**config.mk**
```make
export PLATFORM = sky130hd
export DESIGN_NAME = acc_datapath_mc_flat
export DESIGN_NICKNAME = d
export VERILOG_FILES = /design/src/rtl/acc_datapath_mc_if.sv /design/src/rtl/acc_datapath_mc.sv /design/src/flat_wrapper.sv
export SDC_FILE = /design/constraint.sdc
export NUM_CORES = 1
export LEC_CHECK = 0
export BUFFER_PORTS_ARGS = -buffer_cell sky130_fd_sc_hd__buf_2
export CORE_MARGIN = 4
export CORE_UTILIZATION = 55
export DETAILED_ROUTE_END_ITERATION = 8
export PLACE_DENSITY = 0.77
export SKIP_LAST_GASP = 1
export SLEW_MARGIN = 25
export SYNTH_ARGS = -nofsm -noshare
export SYNTH_HDL_FRONTEND = slang
export SYNTH_SLANG_ARGS = --single-unit
```
**constraint.sdc**
```tcl
create_clock -name clk -period 4.86 [get_ports clk]
set_input_delay 0.486 -clock clk [delete_from_list [all_inputs] [get_ports clk]]
set_output_delay 0.486 -clock clk [all_outputs]
set_load 0.01 [all_outputs]
```
**src/rtl/acc_datapath_mc_if.sv**
```systemverilog
// Command and memory handshake bundle for the multicycle accumulator datapath.
// master = datapath (memory bus master, command responder); slave = control unit and memory.
interface acc_datapath_mc_if #(
   parameter int DATA_W = 8,
   parameter int ADDR_W = 13,
   parameter int ACC_W  = 2
);
   logic              cmd_valid;
   logic              cmd_ready;
   logic [2:0]        cmd_op;
   logic [2:0]        cmd_alu;
   logic [ACC_W-1:0]  cmd_dst;
   logic [ADDR_W-1:0] cmd_addr;

   logic              mem_req;
   logic              mem_we;
   logic [ADDR_W-1:0] mem_addr;
   logic [DATA_W-1:0] mem_wdata;
   logic              mem_ack;
   logic [DATA_W-1:0] mem_rdata;

   modport master (
      input  cmd_valid, cmd_op, cmd_alu, cmd_dst, cmd_addr, mem_ack, mem_rdata,
      output cmd_ready, mem_req, mem_we, mem_addr, mem_wdata
   );

   modport slave (
      output cmd_valid, cmd_op, cmd_alu, cmd_dst, cmd_addr, mem_ack, mem_rdata,
      input  cmd_ready, mem_req, mem_we, mem_addr, mem_wdata
   );
endinterface

```
**src/rtl/acc_datapath_mc.sv**
```systemverilog
// Parametrised multicycle accumulator datapath: one micro-command at a time,
// external memory over req/ack with wait states, carry-aware ALU, conditional PC load.
module acc_datapath_mc #(
   parameter int DATA_W  = 8,
   parameter int ADDR_W  = 13,
   parameter int NUM_ACC = 4,
   localparam int ACC_W  = (NUM_ACC > 1) ? $clog2(NUM_ACC) : 1
) (
   input  logic                    clk,
   input  logic                    rst,
   acc_datapath_mc_if.master       bus,
   output logic [ADDR_W-1:0]       pc,
   output logic [2:0]              czn,
   input  logic [ACC_W-1:0]        acc_dbg_sel,
   output logic [DATA_W-1:0]       acc_dbg_data,
   output logic                    busy
);

   typedef enum logic [1:0] {S_IDLE, S_MEM, S_EXEC} state_e;

   typedef enum logic [2:0] {
      OP_PC_INC  = 3'd0,
      OP_LOAD    = 3'd1,
      OP_STORE   = 3'd2,
      OP_ALU_MEM = 3'd3,
      OP_ALU_ACC = 3'd4,
      OP_JMP     = 3'd5,
      OP_JCOND   = 3'd6,
      OP_CLR_CZN = 3'd7
   } op_e;

   state_e            state_q, state_d;
   op_e               op_q, op_d;
   logic [2:0]        alu_q, alu_d;
   logic [ACC_W-1:0]  dst_q, dst_d;
   logic [ADDR_W-1:0] addr_q, addr_d;
   logic [DATA_W-1:0] mdr_q, mdr_d;
   logic [ADDR_W-1:0] pc_q, pc_d;
   logic [2:0]        czn_q, czn_d;
   logic [DATA_W-1:0] acc_q [NUM_ACC];
   logic [DATA_W-1:0] acc_d [NUM_ACC];

   logic [DATA_W-1:0] alu_a, alu_b, alu_res;
   logic [DATA_W:0]   alu_sum;
   logic              alu_c;
   logic              jc_flag;

   // Second ALU operand: MDR for memory ops, accumulator named by addr low bits otherwise.
   assign alu_a = acc_q[dst_q];
   assign alu_b = (op_q == OP_ALU_MEM) ? mdr_q : acc_q[addr_q[ACC_W-1:0]];

   always_comb begin
      alu_sum = '0;
      alu_res = '0;
      alu_c   = czn_q[0];
      unique case (alu_q)
         3'd0: begin
            alu_sum = {1'b0, alu_a} + {1'b0, alu_b};
            alu_res = alu_sum[DATA_W-1:0];
            alu_c   = alu_sum[DATA_W];
         end
         3'd1: begin
            alu_sum = {1'b0, alu_a} + {1'b0, alu_b} + {{DATA_W{1'b0}}, czn_q[0]};
            alu_res = alu_sum[DATA_W-1:0];
            alu_c   = alu_sum[DATA_W];
         end
         3'd2: begin
            alu_sum = {1'b0, alu_a} + {1'b0, ~alu_b} + {{DATA_W{1'b0}}, 1'b1};
            alu_res = alu_sum[DATA_W-1:0];
            alu_c   = alu_sum[DATA_W];
         end
         3'd3:    alu_res = alu_a & alu_b;
         3'd4:    alu_res = alu_a | alu_b;
         3'd5:    alu_res = alu_a ^ alu_b;
         3'd6:    alu_res = ~alu_b;
         default: alu_res = alu_b;
      endcase
   end

   always_comb begin
      unique case (alu_q[1:0])
         2'd0:    jc_flag = czn_q[0];
         2'd1:    jc_flag = czn_q[1];
         2'd2:    jc_flag = czn_q[2];
         default: jc_flag = 1'b1;
      endcase
   end

   always_comb begin
      // NOTE: every _d signal gets its hold value first so no path leaves it unassigned (no latches).
      state_d = state_q;
      op_d    = op_q;
      alu_d   = alu_q;
      dst_d   = dst_q;
      addr_d  = addr_q;
      mdr_d   = mdr_q;
      pc_d    = pc_q;
      czn_d   = czn_q;
      acc_d   = acc_q;

      unique case (state_q)
         S_IDLE: begin
            if (bus.cmd_valid) begin
               op_d   = op_e'(bus.cmd_op);
               alu_d  = bus.cmd_alu;
               dst_d  = bus.cmd_dst;
               addr_d = bus.cmd_addr;
               if (op_e'(bus.cmd_op) inside {OP_LOAD, OP_STORE, OP_ALU_MEM}) begin
                  state_d = S_MEM;
               end else begin
                  state_d = S_EXEC;
               end
            end
         end
         S_MEM: begin
            if (bus.mem_ack) begin
               if (op_q == OP_STORE) begin
                  state_d = S_IDLE;
               end else begin
                  mdr_d   = bus.mem_rdata;
                  state_d = S_EXEC;
               end
            end
         end
         S_EXEC: begin
            state_d = S_IDLE;
            unique case (op_q)
               OP_PC_INC: pc_d = pc_q + ADDR_W'(1);
               OP_LOAD:   acc_d[dst_q] = mdr_q;
               OP_ALU_MEM, OP_ALU_ACC: begin
                  acc_d[dst_q] = alu_res;
                  czn_d = {alu_res[DATA_W-1], (alu_res == '0), alu_c};
               end
               OP_JMP:    pc_d = addr_q;
               OP_JCOND:  if (jc_flag ^ alu_q[2]) pc_d = addr_q;
               OP_CLR_CZN: czn_d = '0;
               default:   ;
            endcase
         end
         default: state_d = S_IDLE;
      endcase
   end

   always_ff @(posedge clk or negedge rst) begin
      if (!rst) begin
         state_q <= S_IDLE;
         op_q    <= OP_PC_INC;
         alu_q   <= '0;
         dst_q   <= '0;
         addr_q  <= '0;
         mdr_q   <= '0;
         pc_q    <= '0;
         czn_q   <= '0;
         // NOTE: the accumulator file is architecturally visible state, so unlike a RAM it is reset.
         for (int i = 0; i < NUM_ACC; i++) acc_q[i] <= '0;
      end else begin
         // NOTE: non-blocking assignments so every flop samples pre-edge values.
         state_q <= state_d;
         op_q    <= op_d;
         alu_q   <= alu_d;
         dst_q   <= dst_d;
         addr_q  <= addr_d;
         mdr_q   <= mdr_d;
         pc_q    <= pc_d;
         czn_q   <= czn_d;
         acc_q   <= acc_d;
      end
   end

   // Memory outputs decode straight from the MEM state so reset drops mem_req with no extra edge.
   assign bus.mem_req   = (state_q == S_MEM);
   assign bus.mem_we    = (state_q == S_MEM) && (op_q == OP_STORE);
   assign bus.mem_addr  = addr_q;
   assign bus.mem_wdata = acc_q[dst_q];

   assign bus.cmd_ready    = (state_q == S_IDLE);
   assign busy             = (state_q != S_IDLE);
   assign pc               = pc_q;
   assign czn              = czn_q;
   assign acc_dbg_data     = acc_q[acc_dbg_sel];

endmodule

```
**src/flat_wrapper.sv**
```systemverilog
// flat-port wrapper written by rule: the top's interface ports become plain ports
module acc_datapath_mc_flat 
#(
   parameter int DATA_W  = 8,
   parameter int ADDR_W  = 13,
   parameter int NUM_ACC = 4,
   localparam int ACC_W  = (NUM_ACC > 1) ? $clog2(NUM_ACC) : 1
)
  (clk, rst, pc, czn, acc_dbg_sel, acc_dbg_data, busy, bus_cmd_valid, bus_cmd_op, bus_cmd_alu, bus_cmd_dst, bus_cmd_addr, bus_mem_ack, bus_mem_rdata, bus_cmd_ready, bus_mem_req, bus_mem_we, bus_mem_addr, bus_mem_wdata);
  acc_datapath_mc_if #(.DATA_W(DATA_W), .ADDR_W(ADDR_W), .ACC_W((2))) bus_i ();
  input  logic clk;
  input  logic rst;
  output logic [ADDR_W-1:0] pc;
  output logic [2:0] czn;
  input  logic [ACC_W-1:0] acc_dbg_sel;
  output logic [DATA_W-1:0] acc_dbg_data;
  output logic busy;
  input wire logic [$bits(bus_i.cmd_valid)-1:0] bus_cmd_valid;
  input wire logic [$bits(bus_i.cmd_op)-1:0] bus_cmd_op;
  input wire logic [$bits(bus_i.cmd_alu)-1:0] bus_cmd_alu;
  input wire logic [$bits(bus_i.cmd_dst)-1:0] bus_cmd_dst;
  input wire logic [$bits(bus_i.cmd_addr)-1:0] bus_cmd_addr;
  input wire logic [$bits(bus_i.mem_ack)-1:0] bus_mem_ack;
  input wire logic [$bits(bus_i.mem_rdata)-1:0] bus_mem_rdata;
  output wire logic [$bits(bus_i.cmd_ready)-1:0] bus_cmd_ready;
  output wire logic [$bits(bus_i.mem_req)-1:0] bus_mem_req;
  output wire logic [$bits(bus_i.mem_we)-1:0] bus_mem_we;
  output wire logic [$bits(bus_i.mem_addr)-1:0] bus_mem_addr;
  output wire logic [$bits(bus_i.mem_wdata)-1:0] bus_mem_wdata;
  assign bus_i.cmd_valid = bus_cmd_valid;
  assign bus_i.cmd_op = bus_cmd_op;
  assign bus_i.cmd_alu = bus_cmd_alu;
  assign bus_i.cmd_dst = bus_cmd_dst;
  assign bus_i.cmd_addr = bus_cmd_addr;
  assign bus_i.mem_ack = bus_mem_ack;
  assign bus_i.mem_rdata = bus_mem_rdata;
  assign bus_cmd_ready = bus_i.cmd_ready;
  assign bus_mem_req = bus_i.mem_req;
  assign bus_mem_we = bus_i.mem_we;
  assign bus_mem_addr = bus_i.mem_addr;
  assign bus_mem_wdata = bus_i.mem_wdata;
  acc_datapath_mc #(.DATA_W(DATA_W), .ADDR_W(ADDR_W), .NUM_ACC(NUM_ACC)) u_core (.clk(clk), .rst(rst), .bus(bus_i), .pc(pc), .czn(czn), .acc_dbg_sel(acc_dbg_sel), .acc_dbg_data(acc_dbg_data), .busy(busy));
endmodule
```
==> metrics.md, run 1 <==
| Metric | Value |
|---|---|
| DRC violations left | `0` |
| Critical path data arrival time | `~4.7 ns` |
| CTS tree | `built` |
| Via Count | `around 5400` |
| Largest net degree at the start of global routing | `80` |
| Metal2 WL | `8050 um` |
| Mean area per synthesized cell | `between 9 and 10 sq um` |
| Async set-reset flop share out of synthesis | `100%` |
| Full die area | `~13000 sq um` |
| Longest Clk Path Bufs | `2` |
| Final Max Slew Viols | `0` |
| Vias in the first global route | `5199` |
| Vias/cell | `around 6.4` |
| Crit end category | `flip-flop` |
| CTS Sinks | `between 70 and 80` |
| Final Setup Violations | `0` |
| Dominant cells by area after synthesis | `dfrtp_1, mux4_2, mux2_2` |
| Leak | `3.00 nW` |
| Syn. warnings | `0` |
| Hold Violations, Final | `0` |
| Drt pass-1 iters | `5` |
| VDD IR max | `around 0.37 mV` |
| Critical Path Source Type | `flip-flop` |
| Net count reported at finish | `~770` |
| Max transition margin | `approximately 36%` |
| Yosys top cell by area | `dfrtp_1` |
| Global-route wire length before repair | `27200 um` |
| Hold Path Class | `primary input to asynchronous set/reset pin` |
| Worst-skew pair later-pin latency | `about 0.37 ns` |
| Cell Count, Final, Fillers Out | `approximately 850` |
| Initial core utilization | `a little under three fifths` |
| Chip height | `about 110 um` |
| Dpl cells | `830` |
| Cts bufs inserted | `9` |
| Number of routed nets with antenna violations | `0` |
| Crit share post-route | `91.4%` |
| Synthesized area | `6030 sq um` |
| Max Cap Violations | `0` |
| CTS root buf | `clkbuf_8` |
| Top cell type's share of synthesized area | `32.8%` |
| Final Skew | `0.0128 ns` |
| Layout area overhead | `11.0%` |
| I/O pin count | `84` |
| Sequential-to-total area share from yosys stat | `around a third` |
| Yosys cell types | `66` |
| Initial antenna violation count | `0` |
| Cell with the most instances after synthesis | `nand2_1` |
| Initial DRC count | `350` |
| Fmax | `roughly 230 MHz` |
| CTS clk-pin slew, worst paths | `roughly 0.090 ns` |
| Post-synth net total | `708` |
| DR WL/cell | `between 15 and 20 um` |
| Worst Path Class, Setup | `flip-flop to flip-flop` |
| CTS H-tree depth | `3` |
| Post CTS Setup Buffer Count | `0` |
| Final RePlAce weighted congestion | `around 0.96` |
| Number of flops mapped to enable cells by yosys | `0` |
| Hold Buf Count CTS | `0` |
| Layout cell share with drive strength beyond 1 | `between 20% and 30%` |
| Post-Route Setup TNS | `0 ns` |
| Gr usage total | `between 20% and 30%` |
| #FFs+latches synth | `a little under 80` |
| Primary FF master, synth | `dfrtp_1` |
| Met3 layer wire length in the routed design | `between 1000 and 1500 um` |
| Status | `finished clean` |
| Hold Slack | `about 0.12 ns` |
| CP Max Fanout | `11` |
| Max layer used | `met4` |
| Cell Rows | `37` |
| Diode count | `0` |
| Post-synth top cells | `nand2_1, dfrtp_1, nor2_1` |
| Power per cell area | `about 770 nW/um^2` |
| Worst-Margin Slew | `0.951 ns` |
| Grt ovf | `0` |
| Final WL | `16800 um` |
| Core area | `around 11000 sq um` |
| Metal-1 WL | `between 7000 and 8000 um` |
| Worst Path Required | `between 5 and 6 ns` |
| PortBufs | `83` |
| DIE WIDTH | `~110 um` |
| Synthesized instance count | `approximately 650` |
| Setup repair after global routing missed its margin | `false` |
| DP Wirelength | `about 13000 um` |
| Final min period | `about 4.4 ns` |
power breakdown:
part           leakage [nW]  internal, mW  switching (mW)  total [mW]
sequential            0.982         0.923           0.346        1.27
combinational          1.94          1.40            2.00        3.41
clock                0.0842         0.191           0.271       0.462
through the flow:
stage / power [mW] / cell area (sq um) / setup slack, ns / utilization, %
after floorplan: 3.67 / 6030 / 1.18 / -
after global placement: 4.50 / 6510 / 0.619 / 61.9
after detailed placement: 4.60 / 6510 / 0.342 / 61.9
after CTS: 5.08 / 6690 / 0.305 / 63.7
after global routing: 5.53 / 6700 / 0.0397 / 63.7
final: 5.14 / 6700 / 0.418 / 63.7
sequential cells by signal (all words and copies together), names as in the netlist:
name	flops
u_core.pc	13
u_core.dst_q	2
u_core.acc_q	32
u_core.alu_q	3
u_core.state_q	2
u_core.mdr_q	8
u_core.op_q	3
u_core.bus.mem_addr	13
u_core.czn	3
what timing repair did:
action | 4_1_cts | 5_1_grt
resized for setup | 0 | 2
hold endpoints to repair | 0 | 0
endpoints found under the setup margin | 0 | 7
logic make-up (layout without fill, tap and decap cells):
kind of cell / after synthesis / after routing / share of synthesized area, %
multiplexers: 71 / 71 / 18.2
flip-flops: 79 / 79 / 32.8
XOR/XNOR: 12 / 12 / 1.74
adder cells (fa/ha/maj): 28 / 28 / 6.05
AO/OA/AOI/OAI: 177 / 177 / 20.5
AND/OR/NAND/NOR: 209 / 209 / 16.3
buffers and inverters: 69 / 134 / 4.54
layer usage:
layer,global-route usage [%],vias to the layer above
met5,0,-
met4,8.57,0
met3,3.64,23
met2,42.1,252
met1,37.9,2636
li1,-,2507
worst paths after layout:
check	startpoint	end	slack (ns)	cells past startpoint
worst min register to register	u_core.state_q[1]	u_core.state_q[1]	0.48	1
min in group clk	bus_cmd_alu[1]	u_core.alu_q[1]	0.32	3
worst max register to register	u_core.bus.mem_addr[0]	u_core.czn[1]	0.42	17
worst max-delay path	u_core.bus.mem_addr[0]	u_core.czn[1]	0.42	17
worst min-delay path	rst	u_core.bus.mem_addr[4]	0.12	1
max in group asynchronous	rst	u_core.czn[0]	4.21	1
area by class of cell:
| class | count | area [sq um] |
|---|---|---|
| Fill cell | 881 | 3810 |
| Multi-Input combinational cell | 497 | 3790 |
| Sequential cell | 79 | 1980 |
| Timing Repair Buffer | 89 | 467 |
| Tap cell | 136 | 170 |
| Clock buffer | 9 | 124 |
| Inverter | 29 | 109 |
| Clock inverter | 7 | 56.3 |
placed cells by master (no fill, tap or decap), types with 3 or more instances in the layout:
master / netlist / final
inv_1: 29 / 29
nand3b_1: 4 / 4
clkinvlp_4: 0 / 3
xor2_1: 5 / 5
o21ai_0: 35 / 34
buf_2: 3 / 82
mux4_2: 21 / 21
and3_1: 4 / 4
o31ai_1: 8 / 8
o211ai_1: 3 / 3
nor2_1: 40 / 40
nor3_1: 11 / 11
nand3_1: 21 / 21
mux2i_1: 14 / 13
mux4_1: 5 / 5
nand2_1: 86 / 86
clkbuf_8: 0 / 9
a211oi_1: 9 / 9
a21oi_1: 38 / 38
a22o_1: 5 / 5
nor2b_1: 9 / 9
a21o_1: 7 / 7
buf_4: 1 / 6
nand2b_1: 6 / 6
mux2_2: 30 / 30
ha_1: 26 / 26
a22oi_1: 5 / 5
nand4_1: 7 / 7
o21ai_1: 8 / 9
and2_1: 6 / 5
dfrtp_1: 79 / 79
o21bai_1: 3 / 3
or2_2: 3 / 3
xnor2_1: 7 / 7
a31oi_1: 10 / 10
o22ai_1: 4 / 4
o22a_1: 16 / 16
nor3b_1: 4 / 4
critical path, cell delays in order (launching register included):
cell	delay, ns
dfrtp_1	0.69
mux4_1	0.64
mux2i_1	0.33
inv_1	0.14
ha_1	0.25
inv_1	0.09
fa_1	0.45
inv_1	0.10
ha_1	0.20
xor2_1	0.10
nor3_1	0.15
a21oi_1	0.06
o21ai_0	0.18
a211oi_1	0.10
a21oi_1	0.21
nand3_1	0.12
or3_1	0.34
o41ai_2	0.19
Power figures use the tool's default switching activity.
==> run 2, diff against run 1 <==
Settings changed: CTS_BUF_LIST set to sky130_fd_sc_hd__clkbuf_4, SETUP_SLACK_MARGIN set to 0.2.
==> metrics.md, run 2 (same netlist as run 1, synthesis figures left out) <==
| Metric | Value |
|---|---|
| Status | `finished clean (unchanged)` |
| CP startpoint | `u_core.bus.mem_addr[0] (unchanged)` |
| Final Skew | `0.0177 ns (was 0.0128 ns)` |
| Net switching power | `2.62 mW (about the same)` |
| Power per cell area | `759 nW/um^2 (was 767 nW/um^2)` |
| CP most frequent cell | `inv_1 (unchanged)` |
| CP peak stage delay | `0.61 ns (was 0.69 ns)` |
| Worst reg2reg path endpoint | `u_core.acc_q[15] (was u_core.czn[1])` |
| CTS tree | `built (unchanged)` |
| Sequential group share of total power | `25.1% (was 24.7%)` |
| Longest Clk Path Bufs | `2 (unchanged)` |
| Most frequent cells in the layout | `nand2_1, buf_2, dfrtp_1 (unchanged)` |
| Final WL | `16800 um (about the same)` |
| Crit end category | `flip-flop (unchanged)` |
| CP Max Fanout | `11 (unchanged)` |
| Full die area | `12700 sq um (unchanged)` |
| PortBufs | `83 (unchanged)` |
| Initial antenna violation count | `0 (unchanged)` |
| Cell Rows | `37 (unchanged)` |
| Diode count | `0 (unchanged)` |
| VDD IR max | `0.375 mV (was 0.374 mV)` |
| Vias/cell | `6.40 (about the same)` |
| DR WL/cell | `19.9 um (was 19.8 um)` |
| Final RePlAce weighted congestion | `0.964 (unchanged)` |
| Global-route wire length before repair | `27200 um (about the same)` |
| CTS clk-pin slew, worst paths | `0.14 ns (was 0.09 ns)` |
| Net count reported at finish | `770 (was 768)` |
| Hold Buf Count CTS | `0 (unchanged)` |
| Fmax | `233 MHz (was 225 MHz)` |
| Max Cap Violations | `0 (unchanged)` |
| Total Power | `5.06 mW (was 5.14 mW)` |
| Final Max Slew Viols | `0 (unchanged)` |
| DRC violations left | `0 (unchanged)` |
| CTS root buf | `clkbuf_4 (was clkbuf_8)` |
| Initial DRC count | `415 (was 350)` |
| Worst Path Required | `5.16 ns (was 5.13 ns)` |
| R2r startpoint | `u_core.bus.mem_addr[0] (unchanged)` |
| CTS Sinks | `79 (unchanged)` |
| Leak | `2.99 nW (was 3.00 nW)` |
| Metal-1 WL | `7300 um (was 7210 um)` |
| Grt ovf | `0 (unchanged)` |
| Cell Int Power | `2.44 mW (was 2.52 mW)` |
| Comb power frac | `67.5% (was 66.3%)` |
| Chip height | `113 um (unchanged)` |
| Gr usage total | `26.6% (about the same)` |
| Critical path data arrival time | `4.59 ns (was 4.71 ns)` |
| R2R depth | `15 (was 17)` |
| Design area | `6660 sq um (was 6700 sq um)` |
| Commonest non-fill, non-tap cell in the layout | `nand2_1 (unchanged)` |
| Worst-skew pair later-pin latency | `0.45 ns (was 0.37 ns)` |
| Max transition margin | `37.8% (was 36.5%)` |
| Crit-path slowest cell | `mux4_1 (was dfrtp_1)` |
| Worst Path Class, Setup | `flip-flop to flip-flop (unchanged)` |
| Critical Path Source Type | `flip-flop (unchanged)` |
| Core area | `10500 sq um (unchanged)` |
| Hold Violations, Final | `0 (unchanged)` |
| Layout area overhead | `10.3% (was 11.0%)` |
| Max reg flops | `32 (unchanged)` |
| Crit share post-route | `88.3% (was 91.4%)` |
| DP Wirelength | `12600 um (unchanged)` |
| Setup repair after global routing missed its margin | `false (unchanged)` |
| Drt pass-1 iters | `5 (unchanged)` |
| Post-Route Setup TNS | `0 ns (unchanged)` |
| Worst-Margin Slew | `0.931 ns (was 0.951 ns)` |
| DIE WIDTH | `113 um (unchanged)` |
| Max layer used | `met4 (unchanged)` |
| Largest Register | `u_core.acc_q (unchanged)` |
| Worst path bufs/invs | `3 (unchanged)` |
| Placed cell area | `6510 sq um (unchanged)` |
| Final Setup Violations | `0 (unchanged)` |
| Via Count | `5429 (was 5418)` |
| Cts bufs inserted | `9 (unchanged)` |
| Met3 layer wire length in the routed design | `1120 um (was 1220 um)` |
| Reg2Reg Setup Slack | `0.57 ns (was 0.42 ns)` |
| Critical path cell sequence | `mux4_1 -> mux2i_1 -> inv_1 -> ha_1 -> inv_1 -> fa_1 -> inv_1 -> nand3_1 -> o211ai_2 -> a31oi_2 -> xnor2_1 -> nand4_1 -> mux2i_1 -> o211ai_1 -> a31oi_1 (was mux4_1 -> mux2i_1 -> inv_1 -> ha_1 -> inv_1 -> fa_1 -> inv_1 -> ha_1 -> xor2_1 -> nor3_1 -> a21oi_1 -> o21ai_0 -> a211oi_1 -> a21oi_1 -> nand3_1 -> or3_1 -> o41ai_2)` |
| Switching share of power | `51.8% (was 51.0%)` |
| I/O pin count | `84 (unchanged)` |
| Initial core utilization | `57.4% (unchanged)` |
| Layout cell share with drive strength beyond 1 | `24.6% (was 24.1%)` |
| Critical path's top delay family | `compound AO/OA/AOI/OAI gates (was multiplexers)` |
| Hold Path Class | `primary input to asynchronous set/reset pin (unchanged)` |
| Number of routed nets with antenna violations | `0 (unchanged)` |
| Clock power share | `7.4% (was 9.0%)` |
| Vias in the first global route | `5193 (was 5199)` |
| CTS H-tree depth | `3 (unchanged)` |
| Final min period | `4.29 ns (was 4.44 ns)` |
| Metal2 WL | `8090 um (was 8050 um)` |
| Largest net degree at the start of global routing | `80 (unchanged)` |
## run 2: cell types whose count changed in the layout (fill, tap and decap cells not counted), sizes merged
cell	before	now
buf	89	91
## run 2: timing repair
action	in CTS	in global routing
resized for setup	0	4
endpoints found under the setup margin	0	26
setup buffers	0	2
## run 2: stage by stage
step	util, %	setup slack (ns)	cells	hold WS, ns
floorplan	-	1.18	645	0.190
global placement	61.9	0.619	830	0.449
detailed placement	61.9	0.342	830	0.449
CTS	63.1	0.297	846	0.205
global route	63.4	0.271	848	0.0843
finish	63.4	0.570	848	0.0247
## run 2: routing by layer
metal  track usage [%]  up-vias
met5                 0        -
met4              8.57        0
met3              3.69       29
met2              42.3      213
met1              37.8     2677
li1                  -     2510
## run 2: final cells by class
class                      instances  area, sq um
sequential                        79         1980
multi-input combinational        497         3790
tap                              136          170
inverter                          29          109
clock buffer                       9         67.6
clock inverter                     7         56.3
timing repair buffer              91          482
fill                             890         3850
## run 2: how the worst max path moves through the flow
| stage | slack (ns) | cells after the start | endpoint |
|---|---|---|---|
| 2_1_floorplan | 1.18 | 13 | u_core.czn[1] |
| 3_3_place_gp | 0.62 | 14 | u_core.czn[1] |
| 3_5_place_dp | 0.34 | 12 | u_core.acc_q[23] |
| 4_1_cts | 0.30 | 12 | u_core.acc_q[23] |
| 5_1_grt | 0.27 | 15 | u_core.acc_q[23] |
| 6_report | 0.57 | 15 | u_core.acc_q[15] |
## run 2: power groups by stage
stage | combinational, mW | sequential, mW | clock (mW)
finish | 3.41 | 1.27 | 0.372
global route | 3.71 | 1.32 | 0.409
CTS | 3.35 | 1.26 | 0.380
detailed placement | 3.33 | 1.27 | 0
global placement | 3.26 | 1.25 | 0
floorplan | 2.51 | 1.17 | 0
==> run 3, diff against run 2 <==
Settings changed: CORE_MARGIN 4 to 5.
Clock period 4.86 ns to 4.8 ns, I/O delays scaled along.
==> metrics.md, run 3 (same netlist as run 1, synthesis figures left out) <==
| Metric | Value |
|---|---|
| I/O pin count | `84 (unchanged)` |
| Hold Violations, Final | `0 (unchanged)` |
| Worst-skew pair later-pin latency | `0.45 ns (about the same)` |
| Final RePlAce weighted congestion | `1.00 (was 0.964)` |
| Vias/cell | `6.33 (was 6.40)` |
| Crit end category | `flip-flop (unchanged)` |
| Register area | `1980 sq um (about the same)` |
| Commonest non-fill, non-tap cell in the layout | `nand2_1 (unchanged)` |
| Final Skew | `0.0185 ns (was 0.0177 ns)` |
| Final Setup Violations | `0 (unchanged)` |
| Gr usage total | `26.4% (was 26.6%)` |
| Worst Path Required | `5.12 ns (was 5.16 ns)` |
| Via Count | `5390 (was 5429)` |
| Layout cell share with drive strength beyond 1 | `24.1% (was 24.6%)` |
| VDD IR max | `0.352 mV (was 0.375 mV)` |
| Core area | `10800 sq um (was 10500 sq um)` |
| CP Max Fanout | `11 (unchanged)` |
| DRC violations left | `0 (unchanged)` |
| Critical Path Source Type | `flip-flop (unchanged)` |
| R2r startpoint | `u_core.bus.mem_addr[1] (was u_core.bus.mem_addr[0])` |
| Largest Register | `u_core.acc_q (unchanged)` |
| R2R depth | `13 (was 15)` |
| Max reg flops | `32 (unchanged)` |
| Fillers | `914 (was 890)` |
| CTS clk-pin slew, worst paths | `0.13 ns (was 0.14 ns)` |
| Number of routed nets with antenna violations | `0 (unchanged)` |
| Grt ovf | `0 (unchanged)` |
| Max Cap Violations | `0 (unchanged)` |
| Final WL | `17100 um (was 16800 um)` |
| Final Max Slew Viols | `0 (unchanged)` |
| Placed cell area | `6520 sq um (was 6510 sq um)` |
| Net count reported at finish | `769 (was 770)` |
| Largest net degree at the start of global routing | `80 (unchanged)` |
| Initial antenna violation count | `0 (unchanged)` |
| Hold Path Class | `primary input to asynchronous set/reset pin (unchanged)` |
| Worst Path Class, Setup | `flip-flop to flip-flop (unchanged)` |
| CTS tree | `built (unchanged)` |
| Setup WS pre-CTS | `0.600 ns (was 0.342 ns)` |
| Leak | `2.99 nW (about the same)` |
| Setup repair after global routing missed its margin | `false (unchanged)` |
| Multi-input logic area | `3790 sq um (about the same)` |
| CTS Sinks | `79 (unchanged)` |
| PortBufs | `83 (unchanged)` |
| Drt pass-1 iters | `5 (unchanged)` |
| Full die area | `13200 sq um (was 12700 sq um)` |
| Cell Rows | `38 (was 37)` |
| Critical path data arrival time | `4.53 ns (was 4.59 ns)` |
| Status | `finished clean (unchanged)` |
| Reg2Reg Setup Slack | `0.59 ns (was 0.57 ns)` |
| CTS root buf | `clkbuf_4 (unchanged)` |
| Final min period | `4.21 ns (was 4.29 ns)` |
| Chip height | `115 um (was 113 um)` |
| Vias in the first global route | `5315 (was 5193)` |
| Initial core utilization | `55.9% (was 57.4%)` |
| DP Wirelength | `12800 um (was 12600 um)` |
| DR WL/cell | `20.0 um (was 19.9 um)` |
| Max transition margin | `34.0% (was 37.8%)` |
| Crit share post-route | `87.7% (was 88.3%)` |
| Worst-Margin Slew | `0.989 ns (was 0.931 ns)` |
| Initial DRC count | `349 (was 415)` |
| Cts bufs inserted | `9 (unchanged)` |
| Fmax | `237 MHz (was 233 MHz)` |
| DIE WIDTH | `115 um (was 113 um)` |
| Power per cell area | `770 nW/um^2 (was 759 nW/um^2)` |
| Most frequent cells in the layout | `nand2_1, buf_2, dfrtp_1 (unchanged)` |
| Global-route wire length before repair | `27500 um (was 27200 um)` |
| Longest Clk Path Bufs | `2 (unchanged)` |
| Design area | `6670 sq um (was 6660 sq um)` |
| Setup ws final | `0.588 ns (was 0.570 ns)` |
| CTS H-tree depth | `3 (unchanged)` |
| Layout area overhead | `10.5% (was 10.3%)` |
| Worst reg2reg path endpoint | `u_core.acc_q[5] (was u_core.acc_q[15])` |
| Diode count | `0 (unchanged)` |
| Post CTS Setup Buffer Count | `0 (unchanged)` |
| Post-Route Setup TNS | `0 ns (unchanged)` |
## run 3: metrics by stage
stage	power [mW]	util [%]	hold slack (ns)	cells
finish	5.13	61.8	0.0319	851
CTS	5.08	61.7	0.218	851
global placement	4.58	60.4	0.446	835
detailed placement	4.66	60.4	0.469	835
global route	5.54	61.8	0.103	851
floorplan	3.72	-	0.184	645
## run 3: final cells by class
| type | instances | share of cell area (%) |
|---|---|---|
| multi-input cells | 497 | 56.9 |
| flip-flops and latches | 79 | 29.7 |
| repair buffers | 90 | 7.11 |
| well taps | 140 | 2.63 |
| inverters | 29 | 1.63 |
| clock buffers | 10 | 1.13 |
| clock inverters | 6 | 0.920 |
## run 3: worst max-delay path by stage
stage | from | endpoint | cells after the start
6_report | u_core.bus.mem_addr[1] | u_core.acc_q[5] | 13
3_5_place_dp | u_core.dst_q[0] | u_core.acc_q[5] | 11
5_1_grt | u_core.bus.mem_addr[1] | u_core.czn[1] | 17
2_1_floorplan | u_core.bus.mem_addr[0] | u_core.czn[1] | 13
3_3_place_gp | u_core.dst_q[0] | u_core.acc_q[5] | 11
4_1_cts | u_core.dst_q[0] | u_core.acc_q[5] | 11
## run 3: what timing repair did
action                                 CTS  global route
resized for setup                        0             2
endpoints found under the hold margin    0             0
setup endpoints to repair                0             3
hold buffers                             0             0
## run 3: critical path: stages (launching register included)
cell and delay, ns:
dfrtp_1 0.69, mux4_1 0.41, mux2i_1 0.31, inv_1 0.12
ha_1 0.24, nor2b_1 0.15, o21ai_0 0.45, nand2_1 0.25
a311oi_2 0.42, a211oi_1 0.11, xor2_1 0.19, a22o_1 0.30
mux2i_2 0.31, o21ai_1 0.13
## run 3: power by group
part,internal (mW),switching [mW]
Combinational,1.41,2.05
Sequential,0.934,0.335
Clock,0.162,0.239
## run 3: layer usage
| layer | vias up | routed length (um) | part of all wire (%) | GRT usage [%] |
|---|---|---|---|---|
| met2 | 230 | 8020 | 47 | 40.7 |
| met3 | 36 | 1270 | 7.5 | 5.16 |
| met5 | - | 0 | 0 | 0 |
| met4 | 0 | 420 | 2.5 | 10.2 |
| li1 | 2516 | - | - | - |
| met1 | 2608 | 7340 | 43 | 37.1 |
